**src/rtl/branch_predictor.sv**
```systemverilog
// Branch target buffer with saturating-counter direction prediction.
// Lookup is combinational from the fetch PC; training from the execute stage
// lands on the next rising edge. Two saturating counters track accepted
// updates and mispredicts.
//
// Ports:
//   clk, rst              clock, synchronous active-high reset
//   flush_i               invalidate all entries, drop same-cycle update
//   PCF_i                 fetch PC to look up
//   predict_taken_o       hit and counter MSB set
//   predict_pc_o          stored target when predicted taken, else PCF_i+4
//   update_en_i           resolved branch/jump this cycle
//   update_pc_i           PC of resolved instruction
//   update_taken_i        actual outcome
//   update_target_i       actual target
//   update_mispredict_i   pipeline was redirected
//   branch_count_o        accepted updates (saturating)
//   mispredict_count_o    accepted mispredicts (saturating)
module branch_predictor #(
    parameter int unsigned DATA_WIDTH   = 32,
    parameter int unsigned ENTRIES      = 16,
    parameter int unsigned COUNTER_BITS = 2,
    parameter int unsigned STAT_WIDTH   = 32
) (
    input  logic                  clk,
    input  logic                  rst,
    input  logic                  flush_i,
    input  logic [DATA_WIDTH-1:0] PCF_i,
    output logic                  predict_taken_o,
    output logic [DATA_WIDTH-1:0] predict_pc_o,
    input  logic                  update_en_i,
    input  logic [DATA_WIDTH-1:0] update_pc_i,
    input  logic                  update_taken_i,
    input  logic [DATA_WIDTH-1:0] update_target_i,
    input  logic                  update_mispredict_i,
    output logic [STAT_WIDTH-1:0] branch_count_o,
    output logic [STAT_WIDTH-1:0] mispredict_count_o
);

    localparam int unsigned IDX   = $clog2(ENTRIES);
    localparam int unsigned TAG_W = DATA_WIDTH - IDX - 2;

    localparam logic [COUNTER_BITS-1:0] CTR_WT  = COUNTER_BITS'(1) << (COUNTER_BITS - 1);
    localparam logic [COUNTER_BITS-1:0] CTR_MAX = '1;
    localparam logic [STAT_WIDTH-1:0]   STAT_MAX = '1;

    logic                    valid_q  [ENTRIES];
    logic [TAG_W-1:0]        tag_q    [ENTRIES];
    logic [DATA_WIDTH-1:0]   target_q [ENTRIES];
    logic [COUNTER_BITS-1:0] ctr_q    [ENTRIES];

    logic [STAT_WIDTH-1:0] branch_cnt_q, branch_cnt_d;
    logic [STAT_WIDTH-1:0] mispred_cnt_q, mispred_cnt_d;

    // Fetch-side decode and lookup
    logic [IDX-1:0]   idx_f;
    logic [TAG_W-1:0] tag_f;
    logic             hit_f;

    assign idx_f = PCF_i[IDX+1:2];
    assign tag_f = PCF_i[DATA_WIDTH-1:IDX+2];
    assign hit_f = valid_q[idx_f] && (tag_q[idx_f] == tag_f);

    assign predict_taken_o = hit_f && ctr_q[idx_f][COUNTER_BITS-1];
    assign predict_pc_o    = predict_taken_o ? target_q[idx_f]
                                             : PCF_i + DATA_WIDTH'(4);

    // Update-side decode; low PC bits are word-offset only
    logic [IDX-1:0]   idx_u;
    logic [TAG_W-1:0] tag_u;
    logic             hit_u;
    logic [1:0]       unused_upd_pc_lsb;

    assign idx_u = update_pc_i[IDX+1:2];
    assign tag_u = update_pc_i[DATA_WIDTH-1:IDX+2];
    assign hit_u = valid_q[idx_u] && (tag_q[idx_u] == tag_u);
    assign unused_upd_pc_lsb = update_pc_i[1:0];

    // Next-state for the single entry touched by an update, plus statistics
    logic                    ent_we;
    logic                    ent_valid_d;
    logic [TAG_W-1:0]        ent_tag_d;
    logic [DATA_WIDTH-1:0]   ent_target_d;
    logic [COUNTER_BITS-1:0] ent_ctr_d;

    always_comb begin
        ent_we        = 1'b0;
        ent_valid_d   = valid_q[idx_u];
        ent_tag_d     = tag_q[idx_u];
        ent_target_d  = target_q[idx_u];
        ent_ctr_d     = ctr_q[idx_u];
        branch_cnt_d  = branch_cnt_q;
        mispred_cnt_d = mispred_cnt_q;

        if (update_en_i) begin
            if (hit_u) begin
                ent_we = 1'b1;
                if (update_taken_i) begin
                    ent_target_d = update_target_i;
                    if (ctr_q[idx_u] != CTR_MAX) begin
                        ent_ctr_d = ctr_q[idx_u] + COUNTER_BITS'(1);
                    end
                end else if (ctr_q[idx_u] != '0) begin
                    ent_ctr_d = ctr_q[idx_u] - COUNTER_BITS'(1);
                end
            end else if (update_taken_i) begin
                // Allocate or replace the aliased entry
                ent_we       = 1'b1;
                ent_valid_d  = 1'b1;
                ent_tag_d    = tag_u;
                ent_target_d = update_target_i;
                ent_ctr_d    = CTR_WT;
            end

            if (branch_cnt_q != STAT_MAX) begin
                branch_cnt_d = branch_cnt_q + STAT_WIDTH'(1);
            end
            if (update_mispredict_i && (mispred_cnt_q != STAT_MAX)) begin
                mispred_cnt_d = mispred_cnt_q + STAT_WIDTH'(1);
            end
        end
    end

    // State registers: rst > flush_i > update
    always_ff @(posedge clk) begin
        if (rst) begin
            for (int i = 0; i < int'(ENTRIES); i++) begin
                valid_q[i]  <= 1'b0;
                tag_q[i]    <= '0;
                target_q[i] <= '0;
                ctr_q[i]    <= CTR_WT;
            end
            branch_cnt_q  <= '0;
            mispred_cnt_q <= '0;
        end else if (flush_i) begin
            for (int i = 0; i < int'(ENTRIES); i++) begin
                valid_q[i] <= 1'b0;
                ctr_q[i]   <= CTR_WT;
            end
        end else begin
            if (ent_we) begin
                valid_q[idx_u]  <= ent_valid_d;
                tag_q[idx_u]    <= ent_tag_d;
                target_q[idx_u] <= ent_target_d;
                ctr_q[idx_u]    <= ent_ctr_d;
            end
            branch_cnt_q  <= branch_cnt_d;
            mispred_cnt_q <= mispred_cnt_d;
        end
    end

    assign branch_count_o     = branch_cnt_q;
    assign mispredict_count_o = mispred_cnt_q;

endmodule

```
**config.mk**
```make
export PLATFORM = sky130hd
export DESIGN_NAME = branch_predictor
export DESIGN_NICKNAME = d
export VERILOG_FILES = /design/src/rtl/branch_predictor.sv
export SDC_FILE = /design/constraint.sdc
export NUM_CORES = 2
export LEC_CHECK = 0
export BUFFER_PORTS_ARGS = -buffer_cell sky130_fd_sc_hd__buf_4
export CAP_MARGIN = 20
export CELL_PAD_IN_SITES_DETAIL_PLACEMENT = 0
export CELL_PAD_IN_SITES_GLOBAL_PLACEMENT = 1
export CORE_AREA = 5 5 336 338
export CTS_CLUSTER_DIAMETER = 60
export CTS_CLUSTER_SIZE = 24
export DETAILED_ROUTE_END_ITERATION = 7
export DIE_AREA = 0 0 341 343
export GPL_TIMING_DRIVEN = 0
export PLACE_DENSITY_LB_ADDON = 0.1
export SLEW_MARGIN = 20
export SYNTH_ARGS = -nofsm -noshare
export SYNTH_HDL_FRONTEND = slang
export SYNTH_SLANG_ARGS = --single-unit
```
**constraint.sdc**
```tcl
create_clock -name clk -period 5.2 [get_ports clk]
set_clock_uncertainty 0.15 [all_clocks]
set_input_delay 1.04 -clock clk [delete_from_list [all_inputs] [get_ports clk]]
set_output_delay 1.04 -clock clk [all_outputs]
set_load 0.01 [all_outputs]
```
==> metrics.txt <==
Synth async-reset ratio 0%; Logic pwr share 12.6%; Sw Ratio 28.2%; Rel. slew slack 25.2%; outcome finished with violations; Initial Util 47.5%; crit end category output pin; share of power burned in registers 48.1%; YS warnings 0; pwr dens about 320 nW/µm²; Hold Fails Final Rpt 0; root buf cell clkbuf_16; FMAX 179 MHz; Worst setup SP type input pin; # clock sinks approximately 1000; Clock power frac 39.3%; CP Max Fanout 10; Crit-path slowest cell mux4_2; number of flops mapped to enable cells by yosys between 900 and 1000; internal power 0.0143 W; Avg Cell Area, Syn 14.2 µm²; area of the mapped netlist 52100 µm²; Die Height 343 µm; DRT Pass-1 Iters 6; failing checks setup timing; Yosys top cell area share between 50% and 60%; Mapped Cells roughly 3700; die area between 100000 and 150000 µm²; DR iter-0 viols around 4900; first-pass GRT wire length ~270 mm; layout cells sized above 1 29.0%; total gr overflow 0; Main synth FF type edfxtp_1; Critical path buffers and inverters 8; Hold Crit Class reg -> reg; TritonCTS clock tree done; die width 341 µm; Pins Over Slew Limit 0; Final GP Congestion about 1.0; kind of critical path in -> out; most frequent cells in the layout edfxtp_1, nor2_1, and2_1; post-route cell area about 60000 µm²; Slew @ Worst Pin approximately 1.1 ns; FP Rows 122; TritonCTS Buffers 101; Clock transition at path regs roughly 0.07 ns; H-tree depth 3; Post-DP Area about 56000 µm²; #FFs+latches synth 1040; core area ~110000 µm²; sequential area share after synthesis 58.7%; RSZ-0062 raised after global routing yes; Max stage delay on crit path 0.56 ns; GR Util All Layers ~34%; Non-Filler Instances around 5500; number of global-route vias before repair 34900; routed wire length around 200 mm; area delta synth->final 17.8%; drt drc 0; initial antenna violation count 10; MaxCap Viol Count 0; Period minus WS final around 5.6 ns; Yosys top cell by area edfxtp_1; final worst-path cycle share 107%; CP delay by family, top buffers and inverters; Post-layout nets 4134; top cells by area, synth edfxtp_1, mux4_2, and2_1, nor2_1, dfxtp_1; crit path cell chain buf_4, clkbuf_8, clkbuf_16, buf_12, mux4_2, mux4_2, xnor2_4, nand3_1, nor3_2, nand4_1, buf_6, buf_8, clkbuf_16, mux2_4, buf_6; IO Port Bufs 189; DR vias 35500; Leak Pwr about 22 nW; commonest non-fill, non-tap cell in the layout edfxtp_1; Psw 0.00562 W; pin count of the biggest net entering global routing 33; Peak supply drop 0.242 mV; placed cell count 5297; routed vias/inst approximately 6.4; Post-DP HPWL 134 mm; final setup margin -0.385 ns; Final setup viols approximately 380; Worst-Skew Late Latency 0.74 ns; WP data arrival 4.40 ns; CTS Buffer Depth 3; antenna-violating nets left 0; drt wl/cell 35.9 µm; WP data required 4.01 ns; I/O pins 199; Mapped Nets ~3800; Synth cell types 76; Hold Buf Count CTS 0; fill count 8938
-- worst reg2reg max path: cells and delay by family, from the launching register on --
family / cells / cell delay [ns]
simple gates: 3 / 1.26
compound gates: 3 / 0.98
buf+inv: 3 / 0.81
xor+xnor: 1 / 0.24
mux: 2 / 0.80
flops: 1 / 0.44
-- area by class of cell --
cell class              instances  area, µm²  share of cell area [%]
inverters                      39        146                   0.239
repair buffers                250       2340                    3.81
flip-flops and latches       1040      30600                    49.8
clock buffers                 101       2530                    4.12
diodes                          5       12.5                  0.0204
plain buffers                 311       2210                    3.60
multi-input cells            2286      20700                    33.8
clock inverters                88       1040                    1.70
well taps                    1426       1780                    2.91
-- worst paths after layout --
path | slack (ns) | depth (start not counted) | end | start
min | 0.37 | 2 | mispredict_count_o[10]$_SDFFE_PP0P_ | mispredict_count_o[10]$_SDFFE_PP0P_
min reg2reg | 0.37 | 2 | mispredict_count_o[10]$_SDFFE_PP0P_ | mispredict_count_o[10]$_SDFFE_PP0P_
max reg2reg | 0.20 | 12 | valid_q[13]$_SDFFCE_PN0P_ | tag_q[9][2]$_SDFFCE_PN0P_
max | -0.39 | 15 | predict_pc_o[9] | PCF_i[3]
-- cells by family after synthesis --
group	after synthesis	share of synthesized area, %
AO/OA/AOI/OAI	169	2.25
XOR/XNOR	128	2.15
adder cells (fa/ha/maj)	4	0.0913
buffers and inverters	357	3.01
flip-flops	1040	58.7
multiplexers	554	19.8
AND/OR/NAND/NOR	1424	14.0
-- stage by stage --
stage	utilization, %	hold slack (ns)	TNS, ns	setup WS (ns)	total power (W)
3_5_place_dp	50.7	0.361	-1526.84	-2.67	0.0120
3_3_place_gp	50.4	0.344	-2155.67	-3.35	0.0120
4_1_cts	55.7	0.373	-8.13	-0.296	0.0199
5_1_grt	55.9	0.393	-10.93	-0.404	0.0204
2_1_floorplan	-	0.361	0	0.0123	0.0110
6_report	55.9	0.367	-31.57	-0.385	0.0199
-- flip-flops by register name, indices dropped and copies added (netlist names) --
signal,cells
target_q,512
tag_q,416
branch_count_o,32
ctr_q,32
mispredict_count_o,32
valid_q,16
-- timing repair --
action	CTS	global route
gates resized for setup	319	74
pin swaps	11	5
setup endpoints to repair	961	790
buffers inserted	46	6
cloned	10	1
-- power groups by stage --
stage | Clock [W] | Combinational [W] | Sequential, W
floorplan | 0 | 0.00124 | 0.00972
global placement | 0 | 0.00218 | 0.00978
detailed placement | 0 | 0.00220 | 0.00978
CTS | 0.00789 | 0.00240 | 0.00959
global route | 0.00825 | 0.00254 | 0.00963
finish | 0.00784 | 0.00251 | 0.00960
-- Yosys cell counts (4+ instances only) --
library cell / number
clkbuf_1: 198
nor4_1: 5
inv_1: 23
a21oi_1: 27
buf_4: 12
or3_1: 15
mux2_2: 56
a211oi_1: 9
a22oi_1: 29
o21ai_0: 29
nor2_1: 546
and3_1: 19
buf_6: 14
inv_2: 16
nand3_1: 56
nor2b_1: 25
a22o_1: 5
nand2b_1: 39
dfxtp_1: 64
xor2_1: 59
mux2_1: 10
o22ai_1: 15
mux4_2: 373
xnor2_1: 69
buf_1: 31
nand4_1: 29
nor3_1: 18
nand2_1: 97
mux2i_1: 115
and2_1: 518
a221oi_1: 4
buf_2: 63
and4_1: 11
o21ai_1: 5
or2_2: 20
edfxtp_1: 976
o211ai_1: 4
or4_1: 16
-- metal layers --
layer | up-vias | GRT usage [%] | wire (µm)
li1 | 14500 | - | -
met1 | 18000 | 47.4 | 78500
met2 | 2471 | 47.9 | 83300
met3 | 526 | 12.6 | 27000
met4 | 10 | 13.6 | 10200
met5 | - | 0 | 82
Note: power is estimated with default switching activity, not from simulation.
